===== src/rtl/sfp_tx_arbiter.sv =====
// Burst arbiter sharing the 64-bit SFP/Aurora TX stream between cmd, peer and local sources.
// Optional starvation override is compiled in with `define SFP_TX_ARB_STARVE_EN.
module sfp_tx_arbiter #(
    parameter int MAX_BURST = 16
`ifdef SFP_TX_ARB_STARVE_EN
    ,
    parameter int STARVE_LIMIT = 1024
`endif
) (
    input  logic        i_clk,
    input  logic        i_rst,
    input  logic        i_channel_up,
    input  logic        i_arb_en,
    input  logic [63:0] s_cmd_tdata,
    input  logic        s_cmd_tvalid,
    output logic        s_cmd_tready,
    input  logic [63:0] s_peer_tdata,
    input  logic        s_peer_tvalid,
    output logic        s_peer_tready,
    input  logic [63:0] s_local_tdata,
    input  logic        s_local_tvalid,
    output logic        s_local_tready,
    output logic [63:0] m_tx_sfp_tdata,
    output logic        m_tx_sfp_tvalid,
    input  logic        m_tx_sfp_tready,
    output logic [2:0]  o_grant,
    output logic [2:0]  o_arb_state,
    output logic [31:0] o_beat_cnt,
    output logic [15:0] o_drop_cnt
);

    typedef enum logic [2:0] {
        IDLE    = 3'd0,
        G_CMD   = 3'd1,
        G_PEER  = 3'd2,
        G_LOCAL = 3'd3,
        FLUSH   = 3'd4
    } state_t;

    localparam logic [7:0] BURST_LAST = 8'(MAX_BURST - 1);

    state_t      state;
    logic        rr_local;
    logic [7:0]  burst_cnt;
    logic        out_free;
    logic        gnt_ready;
    logic        cur_valid;
    logic        gnt_empty;
    logic        cmd_acc;
    logic        peer_acc;
    logic        local_acc;
    logic        any_acc;
    logic [63:0] acc_data;
    logic        peer_starved;
    logic        local_starved;

    // Handshake: a beat moves when tvalid && tready are both high at a rising
    // edge; tvalid never waits on tready and tdata holds while tvalid && ~tready.
    assign out_free       = ~m_tx_sfp_tvalid | m_tx_sfp_tready;
    assign s_cmd_tready   = (state == G_CMD)   && i_channel_up && out_free;
    assign s_peer_tready  = (state == G_PEER)  && i_channel_up && out_free;
    assign s_local_tready = (state == G_LOCAL) && i_channel_up && out_free;

    assign cmd_acc   = s_cmd_tvalid   && s_cmd_tready;
    assign peer_acc  = s_peer_tvalid  && s_peer_tready;
    assign local_acc = s_local_tvalid && s_local_tready;
    assign any_acc   = cmd_acc | peer_acc | local_acc;

    always_comb begin
        acc_data  = s_cmd_tdata;
        cur_valid = 1'b0;
        gnt_ready = 1'b0;
        case (state)
            G_CMD: begin
                cur_valid = s_cmd_tvalid;
                gnt_ready = s_cmd_tready;
            end
            G_PEER: begin
                acc_data  = s_peer_tdata;
                cur_valid = s_peer_tvalid;
                gnt_ready = s_peer_tready;
            end
            G_LOCAL: begin
                acc_data  = s_local_tdata;
                cur_valid = s_local_tvalid;
                gnt_ready = s_local_tready;
            end
            default: begin
                acc_data  = s_cmd_tdata;
                cur_valid = 1'b0;
                gnt_ready = 1'b0;
            end
        endcase
    end

    // Granted source had a slot offered but nothing to send: end the grant.
    assign gnt_empty = gnt_ready && ~cur_valid;

`ifdef SFP_TX_ARB_STARVE_EN
    localparam logic [15:0] STARVE_LIM = 16'(STARVE_LIMIT);

    logic [15:0] peer_wait;
    logic [15:0] local_wait;

    always_ff @(posedge i_clk or negedge i_rst) begin
        if (!i_rst) begin
            peer_wait  <= 16'd0;
            local_wait <= 16'd0;
        end else begin
            if (state == G_PEER)
                peer_wait <= 16'd0;
            else if (s_peer_tvalid && peer_wait != 16'hFFFF)
                peer_wait <= peer_wait + 16'd1;
            if (state == G_LOCAL)
                local_wait <= 16'd0;
            else if (s_local_tvalid && local_wait != 16'hFFFF)
                local_wait <= local_wait + 16'd1;
        end
    end

    assign peer_starved  = s_peer_tvalid  && (peer_wait  >= STARVE_LIM);
    assign local_starved = s_local_tvalid && (local_wait >= STARVE_LIM);
`else
    assign peer_starved  = 1'b0;
    assign local_starved = 1'b0;
`endif

    always_ff @(posedge i_clk or negedge i_rst) begin
        if (!i_rst) begin
            state           <= IDLE;
            rr_local        <= 1'b0;
            burst_cnt       <= 8'd0;
            m_tx_sfp_tdata  <= 64'd0;
            m_tx_sfp_tvalid <= 1'b0;
            o_beat_cnt      <= 32'd0;
            o_drop_cnt      <= 16'd0;
        end else if (!i_channel_up) begin
            // Link lost: a beat still waiting on Aurora is discarded and counted.
            state <= FLUSH;
            if (m_tx_sfp_tvalid) begin
                m_tx_sfp_tvalid <= 1'b0;
                if (m_tx_sfp_tready)
                    o_beat_cnt <= o_beat_cnt + 32'd1;
                else if (o_drop_cnt != 16'hFFFF)
                    o_drop_cnt <= o_drop_cnt + 16'd1;
            end
        end else begin
            if (m_tx_sfp_tvalid && m_tx_sfp_tready)
                o_beat_cnt <= o_beat_cnt + 32'd1;

            if (any_acc) begin
                m_tx_sfp_tdata  <= acc_data;
                m_tx_sfp_tvalid <= 1'b1;
            end else if (m_tx_sfp_tready) begin
                m_tx_sfp_tvalid <= 1'b0;
            end

            case (state)
                IDLE: begin
                    if (i_arb_en) begin
                        if (peer_starved) begin
                            state     <= G_PEER;
                            burst_cnt <= 8'd0;
                            rr_local  <= 1'b1;
                        end else if (local_starved) begin
                            state     <= G_LOCAL;
                            burst_cnt <= 8'd0;
                            rr_local  <= 1'b0;
                        end else if (s_cmd_tvalid) begin
                            state <= G_CMD;
                        end else if (s_peer_tvalid && (!rr_local || !s_local_tvalid)) begin
                            state     <= G_PEER;
                            burst_cnt <= 8'd0;
                            rr_local  <= 1'b1;
                        end else if (s_local_tvalid) begin
                            state     <= G_LOCAL;
                            burst_cnt <= 8'd0;
                            rr_local  <= 1'b0;
                        end
                    end
                end
                G_CMD: begin
                    if (cmd_acc || gnt_empty)
                        state <= IDLE;
                end
                G_PEER, G_LOCAL: begin
                    if (any_acc) begin
                        burst_cnt <= burst_cnt + 8'd1;
                        if (burst_cnt == BURST_LAST)
                            state <= IDLE;
                    end else if (gnt_empty) begin
                        state <= IDLE;
                    end
                end
                FLUSH:   state <= IDLE;
                default: state <= IDLE;
            endcase
        end
    end

    assign o_arb_state = state;
    assign o_grant     = {state == G_LOCAL, state == G_PEER, state == G_CMD};

endmodule


===== config.mk =====
export PLATFORM = sky130hd
export DESIGN_NAME = sfp_tx_arbiter
export DESIGN_NICKNAME = d
export VERILOG_FILES = /design/src/rtl/sfp_tx_arbiter.sv
export SDC_FILE = /design/constraint.sdc
export NUM_CORES = 1
export LEC_CHECK = 0
export ABC_CLOCK_PERIOD_IN_PS = 2800
export CAP_MARGIN = 20
export CORE_ASPECT_RATIO = 0.8
export CORE_MARGIN = 2
export CORE_UTILIZATION = 44
export DETAILED_ROUTE_END_ITERATION = 10
export HOLD_SLACK_MARGIN = 0.02
export MAX_ROUTING_LAYER = met4
export PLACE_DENSITY = 0.86
export SYNTH_ARGS = -nofsm -noshare
export SYNTH_HDL_FRONTEND = slang
export SYNTH_SLANG_ARGS = --single-unit

===== constraint.sdc =====
create_clock -name i_clk -period 2.8 [get_ports i_clk]
set_input_delay 0.56 -clock i_clk [delete_from_list [all_inputs] [get_ports i_clk]]
set_output_delay 0.56 -clock i_clk [all_outputs]
set_load 0.02 [all_outputs]

==> parameters.txt <==
Parameter                              Value

Outcome
  Result of the run ... complete, no violations

Cells and area
  Total Nets Final ... 1142
  Filler-free cell count of the finished design ... 1137
  Area growth from synthesis to layout ... 62.05%
  Layout cell share with drive strength beyond 1 ... 6.933%
  Fin area ... 0.01065 sq mm

Logic synthesis
  Fraction of registers with async set or reset after synthesis ... 100.0%
  Total of flip-flops plus latches after synthesis ... 125
  Most area-consuming cells after synthesis ... dfrtp_1 (48%), mux2_1 (9.9%), mux2i_1 (9.9%), o21ai_0 (5.0%), nand2_1 (4.9%)
  Number of nets in the synthesized netlist ... 820
  Most area-hungry cell type in the Yosys netlist ... dfrtp_1
  Count of different cell masters after synthesis ... 43
  Synthesized area divided by synthesized cell count ... 10.65 sq um
  Primary flip-flop cell chosen by synthesis mapping ... dfrtp_1
  Area share of the leading cell type in the synthesized netlist ... 47.61%
  Number of synthesized flops with an enable pin ... 0
  Gate Count Post-Synth ... 617
  Synth Warn # ... 0
  Synth Cell Area ... 0.006570 sq mm
  Cell with the most instances after synthesis ... dfrtp_1
  Share of the yosys chip area belonging to registers ... 47.61%
  Leading post-synthesis cells by instance count ... dfrtp_1 (125), nand2_1 (86), o21ai_0 (66)

Job
  Number of maximum-capacitance violations ... 0

Global route
  Global routing usage summed across all routing layers ... 26.61%
  Maximum number of pins on one net before global-route repair ... 131
  Number of antenna violations at the first check in global routing ... 0
  Via count of the first global-routing pass ... 5982
  Wire length of the first global-routing pass ... 31990 um
  Grt ovf ... 0

Power
  Internal power consumption ... 4.529 mW
  Sequential fraction of design power ... 35.8%
  Combinational power share ... 26.8%
  Fraction of power spent switching nets ... 27.60%
  Worst-case vdd ir drop ... 525.5 uV
  Fraction of power consumed by the clock network ... 37.4%
  Pwr Density ... 587.5 mW/mm^2
  Net Switching ... 1.727 mW
  Standby leakage power ... 4.552 nW

STA
  Setup repair after global routing missed its margin ... no
  Maximum operating frequency ... 378.3 MHz
  Number of hold violations in the final report ... 0
  Fraction of the cycle the final worst path needs ... 94.40%
  Sum of negative setup slack ... 0 ns
  Final Max Slew Viols ... 0
  Skew final ... 0.007748 ns
  Crit path setup slack, layout ... 0.1568 ns
  Final setup violation count ... 0
  Worst max-slew margin expressed relative to the limit ... 53.66%
  Worst Max-Slew Pin Slew ... 0.6951 ns
  Shortest clock period the worst path allows after layout ... 2.643 ns
  Final-layout worst hold slack ... 0.03291 ns

Placement
  Post-placement setup slack ... 0.1469 ns
  Cell area after placement ... 0.01001 sq mm
  Number of port buffers ... 321
  DPL Wire Length ... 15160 um
  Cell count after placement ... 1104
  RD Place Congestion ... 0.8333

Clock tree
  CTS tree ... yes
  Clock-pin transition on the worst setup and hold timing paths ... 0.06 ns
  Post-CTS Hold Fix Bufs ... 0
  Num CTS Buffers ... 17
  Clock tree buffer depth ... 2
  Post-CTS Setup Bufs ... 0
  Clk Latency, worst-skew pair ... 0.41 ns
  Quantity of gates resized following cts ... 0
  Number of H-tree branching levels ... 4
  Total number of clock tree sinks ... 125
  Clock root buffer ... clkbuf_16

Die
  Width of the die ... 140.6 um
  Overall die height ... 113.3 um
  Area of the core ... 0.01444 sq mm
  Effective utilization at floorplan ... 45.49%
  Number of top-level pins ... 322
  Die area ... 0.01593 sq mm
  Cell row count ... 39

Worst setup path
  Worst path max stage delay ... 0.62 ns
  Biggest fanout along the worst timing path ... 4
  Count of buffer and inverter cells on the critical path ... 2
  Worst path most repeated cell ... clkdlybuf4s50_1
  Arrival @ worst endpoint ... 2.08 ns
  Type of element capturing the critical path ... primary output
  Kind of cell adding the most delay to the critical path ... buffers and inverters
  Category of the most critical setup path ... in2out
  Required arrival time at the worst endpoint ... 2.24 ns
  Master of the slowest instance on the critical path ... clkdlybuf4s50_1
  Critical path launch point type ... input pin
  Logic depth of the worst register-to-register path ... 4
  Cells traversed along the worst timing path ... clkdlybuf4s50_1, nand2b_1, nand2_1, nor3_1, clkdlybuf4s50_1
  Logic depth of the worst path, buffers included ... 5

Route
  Number of DRC markers in iteration 0 ... 307
  First-pass iteration count of the detailed router ... 4
  Detailed-route via count ... 5868
  Number of nets with antenna violations after detailed routing ... 0
  Mean number of vias per cell ... 5.161
  Detailed-route wire length ... 20320 um
  DRC errors left ... 0
  Routed WL per cell ... 17.87 um

Hold path
  Type of the worst min-delay path ... in2async
-- layout by cell type (no fill, tap or decap), types with 17 or more instances in the layout --
| cell type | synthesis | final |
|---|---|---|
| mux2i_1 | 65 | 65 |
| mux2_1 | 58 | 58 |
| clkbuf_16 | 0 | 17 |
| xnor2_1 | 29 | 29 |
| nand3_1 | 18 | 18 |
| nand2_1 | 86 | 86 |
| xor2_1 | 20 | 20 |
| dfrtp_1 | 125 | 124 |
| nor2_1 | 27 | 27 |
| clkdlybuf4s50_1 | 0 | 320 |
| o21ai_0 | 66 | 66 |
-- through the flow --
stage	total power, mW	util [%]
after floorplan	2.927	-
after global placement	3.910	69.33
after detailed placement	3.956	69.33
after CTS	6.315	73.69
after global routing	6.507	73.69
final	6.255	73.71
-- routing by layer --
metal	routed length (um)	up-vias	track usage, %
li1	-	2828	-
met1	8448	2805	31.24
met2	10090	198	44.20
met3	1263	37	7.660
met4	517	0	9.133
met5	0	-	-
-- sequential cells by signal, summed over array words and instances, names as in the netlist --
register         flops
m_tx_sfp_tdata      64
o_arb_state          3
o_beat_cnt          32
m_tx_sfp_tvalid      1
o_drop_cnt          16
burst_cnt            8
rr_local             1
-- power groups by stage --
stage	clock, mW	sequential, mW	combinational (mW)
detailed placement	0	2.27	1.69
global placement	0	2.25	1.66
CTS	2.38	2.24	1.69
global route	2.46	2.27	1.77
finish	2.34	2.24	1.68
floorplan	0	2.60	0.330
-- kinds of logic after synthesis --
kind of cell,Yosys count,share of synthesized area [%]
fa+ha+maj,3,0.5714
flops,125,47.61
mux,134,21.77
xor+xnor,49,6.532
simple gates,191,14.11
buf+inv,37,3.009
compound gates,78,6.399
-- worst paths after layout --
path | from | end | slack [ns]
max | m_tx_sfp_tready | s_local_tready | 0.16
min | i_rst | m_tx_sfp_tdata[12] | 0.03
max reg2reg | o_arb_state[0] | m_tx_sfp_tdata[40] | 0.68
min reg2reg | o_beat_cnt[31] | o_beat_cnt[31] | 0.48
max in group asynchronous | i_rst | burst_cnt[3] | 2.14
min in group i_clk | o_beat_cnt[31] | o_beat_cnt[31] | 0.48
-- final cells by class --
| class | count | area, sq um |
|---|---|---|
| clock inverter | 12 | 182.7 |
| tap | 184 | 230.2 |
| timing repair buffer | 334 | 3371 |
| inverter | 6 | 22.52 |
| clock buffer | 20 | 446.7 |
| multi-input combinational | 455 | 3259 |
| antenna | 1 | 2.502 |
| fill | 1026 | 3797 |
| sequential | 125 | 3132 |
Note: power is estimated with default switching activity, not from simulation.
